==> config.mk <==
export PLATFORM = sky130hd
export DESIGN_NAME = handshake_sink_const_check
export DESIGN_NICKNAME = d
export VERILOG_FILES = /design/src/rtl/handshake_check_pkg.sv /design/src/rtl/handshake_stall_gen.sv /design/src/rtl/handshake_sink_const_check.sv
export SDC_FILE = /design/constraint.sdc
export NUM_CORES = 1
export LEC_CHECK = 0
export CORE_ASPECT_RATIO = 1.25
export CORE_MARGIN = 5
export CORE_UTILIZATION = 50
export CTS_CLUSTER_DIAMETER = 60
export DETAILED_ROUTE_END_ITERATION = 8
export GPL_ROUTABILITY_DRIVEN = 0
export MAX_ROUTING_LAYER = met4
export PLACE_DENSITY = 0.85
export SLEW_MARGIN = 0
export SYNTH_ARGS = -nofsm -noshare
export SYNTH_HDL_FRONTEND = slang
export SYNTH_HIERARCHICAL = 1
export SYNTH_SLANG_ARGS = --single-unit
==> constraint.sdc <==
create_clock -name clk -period 6.29 [get_ports clk]
set_input_delay 0.629 -clock clk [delete_from_list [all_inputs] [get_ports clk]]
set_output_delay 0.629 -clock clk [all_outputs]
set_load 0.005 [all_outputs]
==> src/rtl/handshake_check_pkg.sv <==
// Shared definitions for handshake checkers: default constants, saturating increment
// and stall-period legality.
package handshake_check_pkg;

  localparam int unsigned DEFAULT_CNT_WIDTH = 16;
  localparam logic [11:0] DEFAULT_EXPECTED  = 12'b110011100111;

  // Counters up to 64 bits wide hold at all-ones instead of wrapping.
  function automatic logic [63:0] sat_inc(input logic [63:0] value, input int unsigned width);
    logic [63:0] top;
    top = (width >= 64) ? '1 : ((64'd1 << width) - 64'd1);
    return (value == top) ? value : value + 64'd1;
  endfunction

  function automatic bit stall_period_legal(input int unsigned period);
    return (period == 0) || (period >= 2);
  endfunction

endpackage

==> src/rtl/handshake_stall_gen.sv <==
// Ready mask generator: one-cycle ready enable after reset plus optional periodic
// stall (low one cycle in every STALL_PERIOD).
module handshake_stall_gen
  import handshake_check_pkg::*;
#(
  parameter int unsigned STALL_PERIOD = 0
) (
  input  logic clk,
  input  logic rst,
  output logic ready_mask
);

  logic ready_en_q;

  always_ff @(posedge clk or negedge rst) begin
    if (!rst) ready_en_q <= 1'b0;
    else      ready_en_q <= 1'b1;
  end

  if (!stall_period_legal(STALL_PERIOD)) begin : g_illegal
    $error("handshake_stall_gen: STALL_PERIOD of 1 would never assert ready");
  end

  if (STALL_PERIOD == 0) begin : g_nostall
    assign ready_mask = ready_en_q;
  end else begin : g_stall
    localparam int unsigned CW = (STALL_PERIOD >= 2) ? $clog2(STALL_PERIOD) : 1;
    localparam logic [CW-1:0] LAST = CW'(STALL_PERIOD - 1);

    logic [CW-1:0] stall_cnt_q, stall_cnt_d;

    // Free-running: ignores valid and clear so the stall phase is predictable.
    always_comb begin
      stall_cnt_d = (stall_cnt_q == LAST) ? '0 : stall_cnt_q + 1'b1;
    end

    always_ff @(posedge clk or negedge rst) begin
      if (!rst) stall_cnt_q <= '0;
      else      stall_cnt_q <= stall_cnt_d;
    end

    assign ready_mask = ready_en_q & (stall_cnt_q != LAST);
  end

endmodule

==> src/rtl/handshake_sink_const_check.sv <==
// Terminal sink that checks every accepted token against EXPECTED and keeps statistics.
// Optional protocol checker enabled by macro HANDSHAKE_SINK_PROTO_CHECK_EN.
module handshake_sink_const_check
  import handshake_check_pkg::*;
#(
  parameter int unsigned           DATA_WIDTH   = 32,
  parameter logic [DATA_WIDTH-1:0] EXPECTED     = DATA_WIDTH'(DEFAULT_EXPECTED),
  parameter int unsigned           CNT_WIDTH    = DEFAULT_CNT_WIDTH,
  parameter int unsigned           STALL_PERIOD = 0
) (
  input  logic                  clk,
  input  logic                  rst,
  input  logic [DATA_WIDTH-1:0] ins,
  input  logic                  ins_valid,
  output logic                  ins_ready,
  input  logic                  clear,
  output logic [CNT_WIDTH-1:0]  tok_count,
  output logic [CNT_WIDTH-1:0]  err_count,
  output logic                  err_sticky,
  output logic [DATA_WIDTH-1:0] first_err_data,
  output logic                  proto_err
);

  logic xfer, mismatch;
  logic [CNT_WIDTH-1:0]  tok_q, tok_d, err_q, err_d;
  logic                  sticky_q, sticky_d;
  logic [DATA_WIDTH-1:0] first_q, first_d;

  handshake_stall_gen #(
    .STALL_PERIOD(STALL_PERIOD)
  ) u_stall (
    .clk       (clk),
    .rst       (rst),
    .ready_mask(ins_ready)
  );

  assign xfer     = ins_valid & ins_ready;
  assign mismatch = (ins != EXPECTED);

  // A clear coinciding with a transfer restarts statistics with that token.
  always_comb begin
    tok_d    = tok_q;
    err_d    = err_q;
    sticky_d = sticky_q;
    first_d  = first_q;
    if (clear) begin
      tok_d    = xfer ? CNT_WIDTH'(1) : '0;
      err_d    = '0;
      sticky_d = 1'b0;
      first_d  = '0;
      if (xfer && mismatch) begin
        err_d    = CNT_WIDTH'(1);
        sticky_d = 1'b1;
        first_d  = ins;
      end
    end else if (xfer) begin
      tok_d = CNT_WIDTH'(sat_inc(64'(tok_q), CNT_WIDTH));
      if (mismatch) begin
        err_d    = CNT_WIDTH'(sat_inc(64'(err_q), CNT_WIDTH));
        sticky_d = 1'b1;
        if (!sticky_q) first_d = ins;
      end
    end
  end

  always_ff @(posedge clk or negedge rst) begin
    if (!rst) begin
      tok_q    <= '0;
      err_q    <= '0;
      sticky_q <= 1'b0;
      first_q  <= '0;
    end else begin
      tok_q    <= tok_d;
      err_q    <= err_d;
      sticky_q <= sticky_d;
      first_q  <= first_d;
    end
  end

  assign tok_count      = tok_q;
  assign err_count      = err_q;
  assign err_sticky     = sticky_q;
  assign first_err_data = first_q;

`ifdef HANDSHAKE_SINK_PROTO_CHECK_EN
  logic                  pending_q, proto_q, proto_d, stalled;
  logic [DATA_WIDTH-1:0] hold_q;

  assign stalled = ins_valid & ~ins_ready;

  // After a stalled offer, valid must stay high with unchanged data.
  always_comb begin
    proto_d = proto_q;
    if (pending_q && (!ins_valid || (ins != hold_q))) proto_d = 1'b1;
    if (clear) proto_d = 1'b0;
  end

  always_ff @(posedge clk or negedge rst) begin
    if (!rst) begin
      pending_q <= 1'b0;
      hold_q    <= '0;
      proto_q   <= 1'b0;
    end else begin
      pending_q <= stalled;
      if (stalled) hold_q <= ins;
      proto_q   <= proto_d;
    end
  end

  assign proto_err = proto_q;
`else
  assign proto_err = 1'b0;
`endif

endmodule

==> results of run 1 <==
-- area by class of cell --
cell class	instances	area [um^2]	share of cell area, %
inverter	39	146.4	3.227
timing repair buffer	104	1028	22.67
clock inverter	5	77.57	1.710
clock buffer	11	141.4	3.116
tap	87	108.9	2.399
sequential	66	1652	36.40
multi-input combinational	227	1383	30.47
-- worst min path at each step --
stage | to | slack, ps | depth (start not counted)
detailed placement | first_err_data[8] | 500 | 2
floorplan | err_count[0] | 330 | 0
global route | first_err_data[18] | 540 | 2
CTS | first_err_data[12] | 480 | 2
finish | first_err_data[12] | 430 | 2
global placement | first_err_data[27] | 490 | 2
-- worst max-delay path, delay by kind of cell --
| kind | cells | cell delay (ps) |
|---|---|---|
| and+or+nand+nor | 2 | 570 |
| buffers and inverters | 4 | 1980 |
| AOI/OAI and AO/OA | 2 | 280 |
-- cells in the mapped netlist (all sizes together) (2+ instances only) --
cell and n:
dfrtp 66, nand3 44, inv 38, o21ai 36
nor2 21, a21oi 16, nand2 14, or4 12
clkbuf 11, buf 10, nand4 10, o31ai 10
xnor2 10, a211oi 8, nor4 6, and3 3
a31oi 2, and4 2, conb 2, ha 2
mux2 2, nor2b 2, nor3b 2, nor4b 2
nor4bb 2
-- where the power goes --
part / internal, mW / switching [mW]
Clock: 0.233 / 0.162
Combinational: 0.0625 / 0.0517
Sequential: 0.442 / 0.0136
Total: 0.737 / 0.227
-- layer usage --
layer,part of all wire [%],global-route usage (%)
met1,40,27.22
met4,3.3,12.15
met2,52,35.86
met5,0,-
met3,4.6,2.424
-- sequential cells by signal, indices dropped and copies added (netlist names) --
register	flops
err_count	16
err_sticky	1
first_err_data	32
tok_count	16
u_stall/ready_mask	1
-- cell families (layout without fill, tap and decap cells) --
kind of cell | after synthesis | in the layout
other cells | 2 | 2
flops | 66 | 66
buf+inv | 61 | 159
fa+ha+maj | 2 | 2
mux | 3 | 3
simple gates | 125 | 125
compound gates | 85 | 85
xor+xnor | 10 | 10
-- per-stage QoR --
stage / hold slack (ps) / util, % / worst slack, ps / instances / cell area, um^2
6_report: 433.6 / 69.99 / 3009 / 539 / 4537
4_1_cts: 479.3 / 69.99 / 3039 / 539 / 4537
3_3_place_gp: 491.0 / 66.61 / 2768 / 523 / 4318
3_5_place_dp: 499.6 / 66.61 / 2670 / 523 / 4318
5_1_grt: 544.3 / 69.99 / 2778 / 539 / 4537
2_1_floorplan: 333.4 / - / 4182 / 354 / 3272
==> reports/metrics.yaml, run 1 <==
outcome:
  outcome: "complete, no violations"
setup_path:
  r2r_start: "tok_count[0]"
  worst-r2r-setup-slack_ps: 3700
  critPathCaptureType: "register"
  start_kind: "primary input"
  r2r_end: "tok_count[10]"
  startpoint: "clear"
  cpMaxStageDelayCell: "clkinv_1"
  cp_slowest_stage_delay_ps: 880
  arrival_ps: 3490
  crit_top_cell: "buf_4"
  criticalPathCategory: "in -> reg"
  worst-r2r-cell-count: 6
  crit_path_end: "first_err_data[6]"
  cp_max_fo: 64
  path_cells: "clkdlybuf4s50_1 > buf_4 > clkinv_1 > nand2_1 > o2111ai_4 > buf_4 > nand3_1 > o21ai_0"
  cp_data_required_time_ps: 6500
pwr:
  fin_total_pwr_mw: 0.9644
  ir_drop_uv: 128.9
  power.density_nw_per_um2: 212.6
  power_leakage_nw: 1.882
synthesis:
  yosys.area_share.adder_pct: 0.7648
  yosys_warnings: 6
  synth.distinct_cells: 50
  synth_nets: 392
  syn_avg_cell_area_um2: 9.243
  synth-xor-area-share_pct: 2.677
  syn_area_um2: 3272
  synth_top_family_by_area: "simple AND/OR/NAND/NOR gates"
  yosysTopAreaCellShare_pct: 50.48
  synthCells: 354
  synth_compound_area_share_pct: 16.10
  synth_mux_area_share_pct: 0.9943
  yosysSeqAreaShare_pct: 50.48
  async_reset_ff_share_pct: 100.0
  yosys.area_share.simple_pct: 21.15
  synth_ff_type: "dfrtp_1"
  synth-edff-count: 0
  synth.ff_latch_count: 66
  synth.top_cells.by_area: "dfrtp_1, nand3_1, o21ai_0, inv_1, or4_1"
  synth_top_cell_by_area: "dfrtp_1"
route:
  wire_per_inst_um: 15.87
  dr.pass1.iters: 5
  via_count: 3011
  antenna_left: 0
  vias_per_cell: 5.586
  drc: 0
  drtIter0Drc: 188
  wirelength_um: 8552
global_route:
  grt_first_pass_wirelength_um: 13830
  grt_overflow: 0
  antenna_found_initial: 0
  grt_pass1_vias: 2928
  grt_usage_pct: 22.36
  grt_max_degree: 67
clocking:
  cts_buffer_depth: 2
  cts_setup_buffers: 0
  cts_tree: "built"
  htreeDepth: 3
  ctsResizeCount: 0
  clk-insertion-delay-late_ps: 340
  cts_root_buffer: "clkbuf_8"
  cts_made_buffers: 9
  clk_pin_slew_ps: 80
  cts_hold_buf: 0
  cts.sinks: 66
die:
  io_pins: 103
  die_h_um: 100.4
  die-area_um2: 8272
  start_util_pct: 50.47
  rows: 33
  chipWidth_um: 82.36
  coreArea_um2: 6482
sta:
  clock_skew_ps: 6.987
  worst_pin_slew_ps: 1341
  fmax_mhz: 304.8
  setup_tns_ps: 0
  setup_viol: 0
  period_share_pct: 52.16
  hold_viol: 0
  rsz0062_at_grt: "false"
  fin_crit_ps: 3281
  maxSlewViolCount: 0
  max-slew-margin-rel_pct: 10.42
final_layout:
  fillers: 531
  layout_common_cells: "clkdlybuf4s50_1, dfrtp_1, nand3_1, inv_1, o21ai_0"
  syn_to_final_growth_pct: 38.66
  nets: 485
  layout-drive-gt1-share_pct: 5.973
  final_common_cell: "clkdlybuf4s50_1"
  diodes: 0
flow_run:
  max-cap-violations: 0
place:
  port-buffer-count: 101
  dp_hpwl_um: 6086
hold_path:
  hold_path.class: "in -> async"
Note: power is estimated with default switching activity, not from simulation.
==> run 2, diff against run 1 <==
--- a/config.mk
+++ b/config.mk
@@ -7,12 +7,12 @@
 export LEC_CHECK = 0
 export CORE_ASPECT_RATIO = 1.25
 export CORE_MARGIN = 5
-export CORE_UTILIZATION = 50
+export CORE_UTILIZATION = 47
 export CTS_CLUSTER_DIAMETER = 60
 export DETAILED_ROUTE_END_ITERATION = 8
 export GPL_ROUTABILITY_DRIVEN = 0
 export MAX_ROUTING_LAYER = met4
-export PLACE_DENSITY = 0.85
+export PLACE_DENSITY = 0.81
 export SLEW_MARGIN = 0
 export SYNTH_ARGS = -nofsm -noshare
 export SYNTH_HDL_FRONTEND = slang
==> constraint.sdc (replaced) <==
create_clock -name clk -period 3.3 [get_ports clk]
set_input_delay 0.33 -clock clk [delete_from_list [all_inputs] [get_ports clk]]
set_output_delay 0.33 -clock clk [all_outputs]
set_load 0.005 [all_outputs]
==> reports/metrics.yaml, run 2 (synthesis results as in run 1) <==
sta:
  clock_skew_ps: 9.596  # was 6.987 ps
  maxSlewViolCount: 0  # unchanged
  hold_viol: 0  # unchanged
  rsz0062_at_grt: "false"  # unchanged
  fmax_mhz: 423.0
  worst_pin_slew_ps: 618.0  # was 1341 ps
  setup_slack_ps: 935.8  # was 3009 ps
  fin_crit_ps: 2364
  worst_hold_slack_ps: 516.9  # was 433.6 ps
  period_share_pct: 71.64
  setup_viol: 0  # unchanged
  max-slew-margin-rel_pct: 58.80  # was 10.42%
  setup_tns_ps: 0  # unchanged
clocking:
  htreeDepth: 3  # unchanged
  clk-insertion-delay-late_ps: 340  # about the same
  cts_buffer_depth: 2  # unchanged
  clk_pin_slew_ps: 80  # about the same
  cts_setup_buffers: 0  # unchanged
  cts.sinks: 66  # unchanged
  ctsResizeCount: 0  # unchanged
  cts_made_buffers: 9  # unchanged
  cts_tree: "built"  # unchanged
  cts_root_buffer: "clkbuf_8"  # unchanged
setup_path:
  criticalPathCategory: "reg -> reg"  # was in -> reg
  cp_data_required_time_ps: 3530  # was 6500 ps
  critPathCaptureType: "register"  # unchanged
  path_cells: "ha_1 > nand4_1 > nor2_1 > and3_1 > nor4b_1 > mux2_2"  # was clkdlybuf4s50_1 > buf_4 > clkinv_1 > nand2_1 > o2111ai_4 > buf_4 > nand3_1 > o21ai_0
  worst-r2r-setup-slack_ps: 940  # was 3700 ps
  cp_slowest_stage_delay_ps: 610  # was 880 ps
  arrival_ps: 2600  # was 3490 ps
  start_kind: "register"  # was primary input
  cpMaxStageDelayCell: "and3_1"  # was clkinv_1
  cp_max_fo: 20  # was 64
final_layout:
  final_design_area_no_fill_um2: 4541  # was 4537 um^2
  final_util_pct: 65.89  # was 69.99%
  largest_reg_flops: 32  # unchanged
  syn_to_final_growth_pct: 38.78  # was 38.66%
  stdcell_count: 547  # was 539
  final_common_cell: "clkdlybuf4s50_1"  # unchanged
  layout_common_cells: "clkdlybuf4s50_1, dfrtp_1, nand3_1, inv_1, o21ai_0"  # unchanged
  diodes: 0  # unchanged
  nets: 490  # was 485
  layout-drive-gt1-share_pct: 7.002  # was 5.973%
outcome:
  outcome: "complete, no violations"  # unchanged
global_route:
  grt_overflow: 0  # unchanged
  antenna_found_initial: 0  # unchanged
  grt_first_pass_wirelength_um: 13600  # was 13830 um
  grt_max_degree: 65  # was 67
  grt_pass1_vias: 2903  # was 2928
  grt_usage_pct: 20.13  # was 22.36%
route:
  wirelength_um: 8327  # was 8552 um
  via_count: 2949  # was 3011
  dr.pass1.iters: 4  # was 5
  antenna_left: 0  # unchanged
  wire_per_inst_um: 15.22  # was 15.87 um
  drc: 0  # unchanged
  drtIter0Drc: 97  # was 188
  vias_per_cell: 5.391  # was 5.586
pwr:
  ir_drop_uv: 245.5  # was 128.9 uV
  power_leakage_nw: 1.881  # was 1.882 nW
  fin_total_pwr_mw: 1.697  # was 0.9644 mW
  power.density_nw_per_um2: 373.8  # was 212.6 nW/um^2
die:
  die-area_um2: 8740  # was 8272 um^2
  coreArea_um2: 6892  # was 6482 um^2
  io_pins: 103  # unchanged
  chipWidth_um: 84.63  # was 82.36 um
  start_util_pct: 47.48  # was 50.47%
  rows: 34  # was 33
  die_h_um: 103.3  # was 100.4 um
place:
  port-buffer-count: 101  # unchanged
  post_dp_cell_area_um2: 4352  # was 4318 um^2
  dp_cells: 530  # was 523
  dp_hpwl_um: 5981  # was 6086 um
  dp_slack_ps: 728.7  # was 2670 ps
flow_run:
  max-cap-violations: 0  # unchanged
hold_path:
  hold_path.class: "in -> async"  # unchanged
## run 2: cell count changes in the layout (fill, tap and decap cells not counted), sizes merged
cell / delta
buf: +4
inv: +1
clkinvlp: +2
dlygate4sd3: +1
clkbuf: -1
bufinv: -2
## run 2: routing by layer
layer	track usage (%)	wire length [um]	share of wire [%]	vias to the layer above
li1	-	-	-	1467
met1	23.42	3559	43	1383
met2	34.66	4266	51	84
met3	2.773	308	3.7	15
met4	9.622	192	2.3	0
met5	-	0	0	-
## run 2: what timing repair did
item / in CTS / in global routing
hold endpoints to repair: 23 / 0
setup endpoints to repair: 0 / 0
hold buffers: 1 / 0
## run 2: worst paths after layout
check | start | end | cells after the start
setup reg to reg | err_count[0] | err_count[14] | 6
max in group asynchronous | rst | first_err_data[28] | 3
min in group clk | first_err_data[19] | first_err_data[19] | 2
hold / removal | rst | err_count[10] | 2
setup / recovery | err_count[0] | err_count[14] | 6
hold reg to reg | first_err_data[19] | first_err_data[19] | 2
## run 2: layout make-up
cell class                 count  area (um^2)
fill                         594         2351
sequential                    66         1652
multi-input combinational    227         1383
timing repair buffer         109         1069
inverter                      39        146.4
clock buffer                  10        137.6
tap                           90        112.6
clock inverter                 6        41.29
## run 2: where the power goes
part	leakage [nW]	internal (mW)	switching [mW]
sequential	0.893	0.842	0.0244
clock	0.0847	0.292	0.317
combinational	0.903	0.122	0.0987
total	1.88	1.26	0.441
## run 2: worst max-delay path, delay by kind of cell (launching register included)
family / cells / cell delay, ps
fa+ha+maj: 1 / 230
flops: 1 / 450
mux: 1 / 290
simple gates: 4 / 1280
